===== src/rtl/mux_arb_pkg.sv =====
// Shared definitions for the 4-input round-robin arbitrating multiplexer.
package mux_arb_pkg;

  typedef enum logic {
    IDLE  = 1'b0,
    GRANT = 1'b1
  } state_t;

  // Round-robin pick: first set bit of req searching upward from last+1, wrapping at 3.
  function automatic logic [1:0] next_rr(input logic [3:0] req, input logic [1:0] last);
    logic [1:0] idx;
    next_rr = last + 2'd1;
    for (int k = 4; k >= 1; k--) begin
      idx = last + 2'(k);
      if (req[idx]) next_rr = idx;
    end
  endfunction

endpackage


===== src/rtl/mux_4x1_w.sv =====
// W-bit 4-to-1 data multiplexer steered by the arbiter's select.
module mux_4x1_w #(
  parameter int W = 8
) (
  input  logic [W-1:0] in_0,
  input  logic [W-1:0] in_1,
  input  logic [W-1:0] in_2,
  input  logic [W-1:0] in_3,
  input  logic [1:0]   select,
  output logic [W-1:0] m_out
);

  always_comb begin
    m_out = in_0;
    case (select)
      2'd0: m_out = in_0;
      2'd1: m_out = in_1;
      2'd2: m_out = in_2;
      2'd3: m_out = in_3;
      default: m_out = in_0;
    endcase
  end

endmodule


===== src/rtl/mux_arb_4x1.sv =====
// Round-robin 4:1 arbiter with a registered one-hot grant and data mux.
// Define MUX_ARB_TIMEOUT_EN to cap a grant at MAX_BURST transfers when others wait.
module mux_arb_4x1
  import mux_arb_pkg::*;
#(
  parameter int W         = 8,
  parameter int MAX_BURST = 4
) (
  input  logic         clk,
  input  logic         rst,
  input  logic [3:0]   req,
  input  logic [W-1:0] in_0,
  input  logic [W-1:0] in_1,
  input  logic [W-1:0] in_2,
  input  logic [W-1:0] in_3,
  input  logic         out_ready,
  output logic [W-1:0] m_out,
  output logic         out_valid,
  output logic [3:0]   gnt,
  output logic [1:0]   select,
  output logic         busy
);

  state_t     state;
  logic [1:0] last_served;
  logic [3:0] others;
  logic [1:0] pick_idle, pick_rel;
  logic       xfer, release_now;

  assign out_valid = (state == GRANT) && req[select];
  assign busy      = (state == GRANT);
  assign xfer      = out_valid && out_ready;
  assign others    = req & ~(4'b0001 << select);
  assign pick_idle = next_rr(req, last_served);
  assign pick_rel  = next_rr(others, select);

`ifdef MUX_ARB_TIMEOUT_EN
  localparam int CW = $clog2(MAX_BURST) + 1;
  logic [CW-1:0] burst_cnt, burst_nxt;

  // Count saturates at MAX_BURST so a lone requester keeps streaming.
  always_comb begin
    burst_nxt = burst_cnt;
    if (xfer && burst_cnt != CW'(MAX_BURST)) burst_nxt = burst_cnt + 1'b1;
  end

  assign release_now = !req[select] ||
                       (xfer && burst_nxt == CW'(MAX_BURST) && |others);
`else
  assign release_now = !req[select];
`endif

  always_ff @(posedge clk or posedge rst) begin
    if (rst) begin
      state       <= IDLE;
      gnt         <= 4'b0000;
      select      <= 2'd0;
      last_served <= 2'd3;
`ifdef MUX_ARB_TIMEOUT_EN
      burst_cnt   <= '0;
`endif
    end else begin
      case (state)
        IDLE: begin
          if (|req) begin
            state  <= GRANT;
            select <= pick_idle;
            gnt    <= 4'b0001 << pick_idle;
`ifdef MUX_ARB_TIMEOUT_EN
            burst_cnt <= '0;
`endif
          end
        end
        GRANT: begin
          if (release_now) begin
            last_served <= select;
            // Hand straight to the next waiter so there is no idle bubble.
            if (|others) begin
              select <= pick_rel;
              gnt    <= 4'b0001 << pick_rel;
`ifdef MUX_ARB_TIMEOUT_EN
              burst_cnt <= '0;
`endif
            end else begin
              state <= IDLE;
              gnt   <= 4'b0000;
            end
          end else begin
`ifdef MUX_ARB_TIMEOUT_EN
            burst_cnt <= burst_nxt;
`endif
          end
        end
        default: begin
          state <= IDLE;
          gnt   <= 4'b0000;
        end
      endcase
    end
  end

  mux_4x1_w #(.W(W)) u_mux (
    .in_0   (in_0),
    .in_1   (in_1),
    .in_2   (in_2),
    .in_3   (in_3),
    .select (select),
    .m_out  (m_out)
  );

endmodule


===== config.mk =====
export PLATFORM = sky130hd
export DESIGN_NAME = mux_arb_4x1
export DESIGN_NICKNAME = d
export VERILOG_FILES = /design/src/rtl/mux_arb_pkg.sv /design/src/rtl/mux_4x1_w.sv /design/src/rtl/mux_arb_4x1.sv
export SDC_FILE = /design/constraint.sdc
export NUM_CORES = 1
export LEC_CHECK = 0
export ABC_AREA = 0
export CAP_MARGIN = 40
export CELL_PAD_IN_SITES_DETAIL_PLACEMENT = 0
export CELL_PAD_IN_SITES_GLOBAL_PLACEMENT = 1
export CORE_UTILIZATION = 29
export CTS_BUF_LIST = sky130_fd_sc_hd__clkbuf_2
export DETAILED_ROUTE_END_ITERATION = 12
export GPL_ROUTABILITY_DRIVEN = 1
export PLACE_DENSITY_LB_ADDON = 0.1
export SYNTH_ARGS = -nofsm -noshare
export SYNTH_HDL_FRONTEND = slang
export SYNTH_SLANG_ARGS = --single-unit

===== constraint.sdc =====
create_clock -name clk -period 2.8 [get_ports clk]
set_clock_uncertainty 0.2 [all_clocks]
set_input_delay 0.28 -clock clk [delete_from_list [all_inputs] [get_ports clk]]
set_output_delay 0.28 -clock clk [all_outputs]
set_load 0.1 [all_outputs]

Word-level counts from Yosys, hierarchy flattened
Index checks and enable logic that the tools add are counted.
{ "word_totals": {"reg_bits": 9, "inputBits": 39, "elab_cells": 77} }
{ "op_classes": {"add_sub_neg": 6, "n_lt_le_gt_ge": 8, "n_eq_ne": 6, "shifts": 3, "mux": 39, "n_bitwise": 4, "n_reduce_logical": 7} }
{ "ops": {"columns": ["op", "n"], "rows": [
  ["8-bit case mux with 4 select lines", 1],
  ["2-bit by 3-bit < comparator with 1-bit output, second input constant", 8],
  ["2-bit 2-to-1 mux", 11],
  ["1-bit binary-select mux with 2-bit select", 9],
  ["1-bit 2-to-1 mux", 12],
  ["4-bit 2-to-1 mux", 3],
  ["1-bit by 2-bit << shifter with 4-bit output, first input constant", 3],
  ["2-bit adder, second input constant", 4],
  ["4-bit case mux with 2 select lines", 1],
  ["4-bit OR reduction", 2],
  ["2-bit by 1-bit adder with 2-bit output, second input constant", 2],
  ["4-bit AND", 1],
  ["2-bit equality test, second input constant", 2],
  ["2-bit inequality test, second input constant", 2],
  ["4-bit NOT", 1],
  ["2-bit case mux with 2 select lines", 1],
  ["2-bit AND reduction", 2],
  ["3-bit AND reduction", 1],
  ["2-bit by 1-bit equality test with 1-bit output, second input constant", 1],
  ["2-bit zero test", 1],
  ["2-bit by 1-bit inequality test with 1-bit output, second input constant", 1],
  ["1-bit NOT", 2],
  ["1-bit case mux with 2 select lines", 1],
  ["1-bit logical AND", 1]
]} }

Depth between registers and ports, before layout
Gate-level depths: netlist (run 1).
{ "logic_depth": {"ltp_word": 13, "ltp_mapped": 8, "depth_no_buf": 7} }

Hierarchy
Synthesis (run 1) repeated with hierarchy kept, for this count alone.
{ "hier_totals": {"cells_unflattened": 108, "area_unflattened_um2": 1042.2} }
{ "by_module_without_submodules": {"columns": ["mod", "n_inst", "cells_each", "area_per_inst_um2", "seq_area_each_um2"], "rows": [
  ["mux_arb_4x1", 1, 98, 845.8, 227.7],
  ["mux_4x1_w", 1, 10, 196.4, 0.0]
]} }

Worst setup path after synthesis (run 1)
No wires, ideal clock.
{ "synth_timing": {"path_kind": "register -> output", "startpoint": "register select[0]", "endpoint": "output m_out[0]", "t_arrival_ps": 3154, "required_ps": 2320, "slack_ps": -834, "path_stages_with_launch": 5, "path_buffers": 1, "cell_sequence": "dfrtp_1 -> inv_1 -> ha_1 -> buf_6 -> mux2i_1"} }
{ "synth_between": {"elab_chain_len": 2} }
{ "synth_lines": {"columns": ["item", "line_no", "text"], "rows": [
  ["start, declared", "mux_arb_4x1.sv:20", "output logic [1:0] select,"],
  ["start signal, assigned", "mux_arb_4x1.sv:67", "select <= pick_idle;"],
  ["start signal, assigned", "mux_arb_4x1.sv:79", "select <= pick_rel;"],
  ["2-bit equality test, or another cell as far along", "mux_4x1_w.sv:15", "case (select)"],
  ["8-bit case mux with 4 select lines *", "mux_4x1_w.sv:15", null],
  ["end, declared", "mux_arb_4x1.sv:17", "output logic [W-1:0] m_out,"]
]} }
Mark *: on every way between the ends. The rest lies on a longest branch, timed or not.

Worst setup path after layout (run 1)
{ "layout_timing": {"startpoint": "register select[0]", "endpoint": "register gnt[1]"} }
{ "layout_between": {"elab_chain_len": 13} }
{ "layout_lines": {"columns": ["item", "line_no", "text"], "rows": [
  ["1-bit by 2-bit << shifter with 4-bit output", "mux_arb_4x1.sv:33", "assign others = req & ~(4'b0001 << select);"],
  ["4-bit NOT", "mux_arb_4x1.sv:33", null],
  ["4-bit AND", "mux_arb_4x1.sv:33", null],
  ["1-bit binary-select mux with 2-bit select", "mux_arb_pkg.sv:15", "if (req[idx]) next_rr = idx;"],
  ["1-bit 2-to-1 mux (not written as such)", "mux_arb_pkg.sv:15", null],
  ["2-bit 2-to-1 mux (4 in a row)", "mux_arb_pkg.sv:15", null],
  ["1-bit by 2-bit << shifter with 4-bit output", "mux_arb_4x1.sv:80", "gnt <= 4'b0001 << pick_rel;"],
  ["4-bit 2-to-1 mux", "mux_arb_4x1.sv:78", "if (|others) begin"],
  ["4-bit 2-to-1 mux", "mux_arb_4x1.sv:75", "if (release_now) begin"],
  ["4-bit case mux with 2 select lines", "mux_arb_4x1.sv:63", "case (state)"],
  ["end signal, assigned", "mux_arb_4x1.sv:68", "gnt <= 4'b0001 << pick_idle;"],
  ["end signal, assigned", "mux_arb_4x1.sv:80", null],
  ["end, declared", "mux_arb_4x1.sv:19", "output logic [3:0] gnt,"]
]} }
Parallel ways exist; a longest one is shown, timed or not. The select of a mux whose other input is x is not followed.
A chain may end at the register's enable or synchronous reset.

==> load_flow_metrics.sql, run 1 <==
INSERT INTO impl_metrics (metric_group, metric, value, unit) VALUES
('yosys', 'post_synth_xor_area_fraction', '0.00802', ''),
('setup_path', 'reg2reg_from', 'select[0]$_DFFE_PP0P_', ''),
('drt', 'avgRoutedWirePerCell', '15.1', 'µm'),
('setup_path', 'worst-setup-path-type', 'flip-flop to flip-flop', ''),
('place', 'globalplace.congestion', '0.812', ''),
('drt', 'route.detailed.vias_per_inst', '5.38', ''),
('clock_network', 'post-cts-setup-buffer-count', '0', ''),
('grt', 'grt.met1_usage', '0.231', ''),
('grt', 'grtUsageMet2', '0.340', ''),
('run_status', 'run_status', 'finished, final reports clean', ''),
('yosys', 'post_synth_and_or_nand_nor_area_fraction', '0.184', ''),
('grt', 'globalRouteOverflowTotal', '0', ''),
('drt', 'drt_pass1_iterations', '4', ''),
('place', 'buffer_ports.inserted', '53', ''),
('grt', 'grt_pass1_vias', '1294', ''),
('yosys', 'synthDistinctLibCells', '42', ''),
('clock_network', 'cts_made_buffers', '3', ''),
('clock_network', 'clock_sink_count', '9', ''),
('yosys', 'most_numerous_cell_in_the_yosys_netlist', 'sky130_fd_sc_hd__inv_1', ''),
('clock_network', 'cts_resized', '0', ''),
('flow_run', 'drv_cap', '0', ''),
('setup_path', 'rr_worst_depth', '7', ''),
('timing', 'hold_slack', '0.0686', 'ns'),
('grt', 'gr_busiest_metal', 'met2', ''),
('yosys', 'post_synth_inst_count', '130', ''),
('grt', 'grt_antenna_before_repair', '0', ''),
('yosys', 'synth_async_sr_flop_share', '1.00', ''),
('setup_path', 'critPathRequiredTime', '2.78', 'ns'),
('drt', 'remaining_drc_errors', '0', ''),
('clock_network', 'clk_pin_slew', '0.12', 'ns'),
('timing', 'finalSetupViolCount', '0', ''),
('timing', 'timing.setup.tns', '0', 'ns'),
('clock_network', 'clk-insertion-delay-late', '0.27', 'ns'),
('die', 'floorplan.die.width', '63.4', 'µm'),
('timing', 'final_min_period_over_clock_period', '0.909', ''),
('grt', 'grt_use_met3', '0.0290', ''),
('clock_network', 'post_cts_hold_buffer_count', '0', ''),
('timing', 'max_slew_margin', '0.521', ''),
('yosys', 'count_of_state_elements_after_synthesis', '9', ''),
('yosys', 'yosysWarnings', '0', ''),
('grt', 'grt_pass1_wl', '6110', 'µm'),
('layout', 'area_delta_synth_final', '67.8', '%'),
('timing', 'hold_viol_final', '0', ''),
('setup_path', 'start_kind', 'flip-flop', ''),
('grt', 'pin_count_of_the_biggest_net_entering_global_routing', '16', ''),
('yosys', 'mappedNetlistArea', '1090', 'µm²'),
('yosys', 'netlist_top_cells_area', 'sky130_fd_sc_hd__dfrtp_1 16%, sky130_fd_sc_hd__a222oi_1 7.3%, sky130_fd_sc_hd__mux2i_1 7.3%', ''),
('die', 'io_pins', '55', ''),
('clock_network', 'h_tree_level_count', '1', ''),
('yosys', 'synth.largest_area_cell', 'sky130_fd_sc_hd__dfrtp_1', ''),
('yosys', 'synth-compound-area-share', '0.315', ''),
('drt', 'drtAntennaViolNets', '0', ''),
('setup_path', 'timing.critical_path.arrival', '2.52', 'ns'),
('clock_network', 'tritoncts_clock_tree', 'built', ''),
('yosys', 'postSynthAreaPerCell', '8.40', 'µm²'),
('die', 'core.rowCount', '21', ''),
('drt', 'routed-via-count', '1264', ''),
('layout', 'number_of_antenna_repair_diodes', '0', ''),
('setup_path', 'cp_launch_point', 'select[0]$_DFFE_PP0P_', ''),
('setup_path', 'worstReg2RegEnd', 'gnt[1]$_DFFE_PP0P_', ''),
('drt', 'dr.first_iter.drc_count', '69', ''),
('yosys', 'synth.yosys.seq_area_share', '0.208', ''),
('yosys', 'synth_top_family_by_area', 'compound AO/OA/AOI/OAI gates', ''),
('hold_path', 'hold_path_class', 'primary input to asynchronous set/reset pin', ''),
('yosys', 'synth_fp_nets', '173', ''),
('die', 'chipHeight', '63.4', 'µm'),
('clock_network', 'ctsLongestPathBuffers', '2', ''),
('yosys', 'synth_mux_area_frac', '0.135', ''),
('timing', 'layout_min_cycle_time', '2.55', 'ns'),
('layout', 'drive_above_1_share', '0.254', ''),
('timing', 'maxSlewViolCount', '0', '');
[critical path, stage by stage, from the launching register on]
cell,delay (ns)
sky130_fd_sc_hd__dfrtp_4,0.51
sky130_fd_sc_hd__buf_4,0.16
sky130_fd_sc_hd__ha_1,0.22
sky130_fd_sc_hd__nand2b_4,0.16
sky130_fd_sc_hd__mux4_2,0.51
sky130_fd_sc_hd__a22oi_1,0.26
sky130_fd_sc_hd__o22ai_1,0.16
sky130_fd_sc_hd__o31ai_1,0.29
[per-layer routing]
metal | share of wire | routed length (µm)
met1 | 0.43 | 1530
met2 | 0.49 | 1750
met3 | 0.068 | 240
met4 | 0.0070 | 25
met5 | 0 | 0
[cell families (layout without fill, tap and decap cells)]
group	count (synthesis)	count (layout)
compound gates	44	44
xor+xnor	1	1
fa+ha+maj	4	4
buf+inv	25	84
flops	9	9
mux	11	11
simple gates	36	36
[stage by stage]
step	cells	setup slack, ns	utilization	area [µm²]
5_1_grt	235	0.0654	0.528	1830
2_1_floorplan	130	0.0637	-	1130
3_5_place_dp	229	0.141	0.518	1800
4_1_cts	233	0.109	0.524	1820
6_report	235	0.253	0.528	1830
3_3_place_gp	229	0.224	0.518	1800
[worst min-delay path by stage]
stage | from | slack [ns] | to | cells past startpoint
after global routing | rst | 0.11 | busy$_DFF_PP0_ | 2
after detailed placement | gnt[3]$_DFFE_PP0P_ | 0.28 | gnt[3]$_DFFE_PP0P_ | 2
final | rst | 0.07 | busy$_DFF_PP0_ | 2
after floorplan | rst | -0.09 | busy$_DFF_PP0_ | 1
after CTS | rst | 0.07 | busy$_DFF_PP0_ | 2
after global placement | gnt[2]$_DFFE_PP0P_ | 0.28 | gnt[2]$_DFFE_PP0P_ | 2
[cell usage in the layout, fill, tap and decap left out, drive strengths merged, types with 2 or more instances in the layout]
| cell | count |
|---|---|
| a222oi | 8 |
| a21oi | 4 |
| nand3 | 2 |
| a2111oi | 2 |
| o211ai | 3 |
| clkbuf | 3 |
| dfstp | 2 |
| o221ai | 2 |
| nor2 | 10 |
| nand2b | 6 |
| a22o | 2 |
| o22ai | 3 |
| o21ai | 7 |
| buf | 25 |
| dfrtp | 7 |
| mux4 | 3 |
| ha | 4 |
| nand2 | 8 |
| inv | 18 |
| o21a | 2 |
| mux2i | 8 |
| a221oi | 2 |
| nor2b | 4 |
| clkdlybuf4s50 | 37 |
[state kept, by name, indices dropped and copies added, names as in the netlist]
name and count:
gnt 4, select 2, busy 1, last_served 2
[layout make-up]
cell class / instances / area, µm²
inverter: 18 / 67.6
tap: 46 / 57.6
clock inverter: 1 / 5.00
clock buffer: 3 / 15.0
sequential: 9 / 235
timing repair buffer: 62 / 671
multi-input combinational: 96 / 782
fill: 348 / 1640
Power of run 1 is not shown: default switching activity piles up to over one toggle a cycle in this logic, so the estimate is an artifact.
==> inputs of run 2 (changes only) <==
--- a/config.mk
+++ b/config.mk
@@ -11,9 +11,11 @@
 export CELL_PAD_IN_SITES_GLOBAL_PLACEMENT = 1
 export CORE_UTILIZATION = 29
 export CTS_BUF_LIST = sky130_fd_sc_hd__clkbuf_2
+export CTS_CLUSTER_SIZE = 12
 export DETAILED_ROUTE_END_ITERATION = 12
 export GPL_ROUTABILITY_DRIVEN = 1
 export PLACE_DENSITY_LB_ADDON = 0.1
+export SKIP_LAST_GASP = 1
 export SYNTH_ARGS = -nofsm -noshare
 export SYNTH_HDL_FRONTEND = slang
 export SYNTH_SLANG_ARGS = --single-unit
==> results of run 2 <==
The final DEF is identical to that of run 1; final timing and power are the same.
Power of run 2 is left out for the same reason.
==> inputs of run 3 (changes only) <==
--- a/config.mk
+++ b/config.mk
@@ -5,7 +5,6 @@
 export SDC_FILE = /design/constraint.sdc
 export NUM_CORES = 1
 export LEC_CHECK = 0
-export ABC_AREA = 0
 export CAP_MARGIN = 40
 export CELL_PAD_IN_SITES_DETAIL_PLACEMENT = 0
 export CELL_PAD_IN_SITES_GLOBAL_PLACEMENT = 1
==> results of run 3 <==
The final DEF is identical to that of run 1; final timing and power are the same.
Power of run 3 is left out for the same reason.
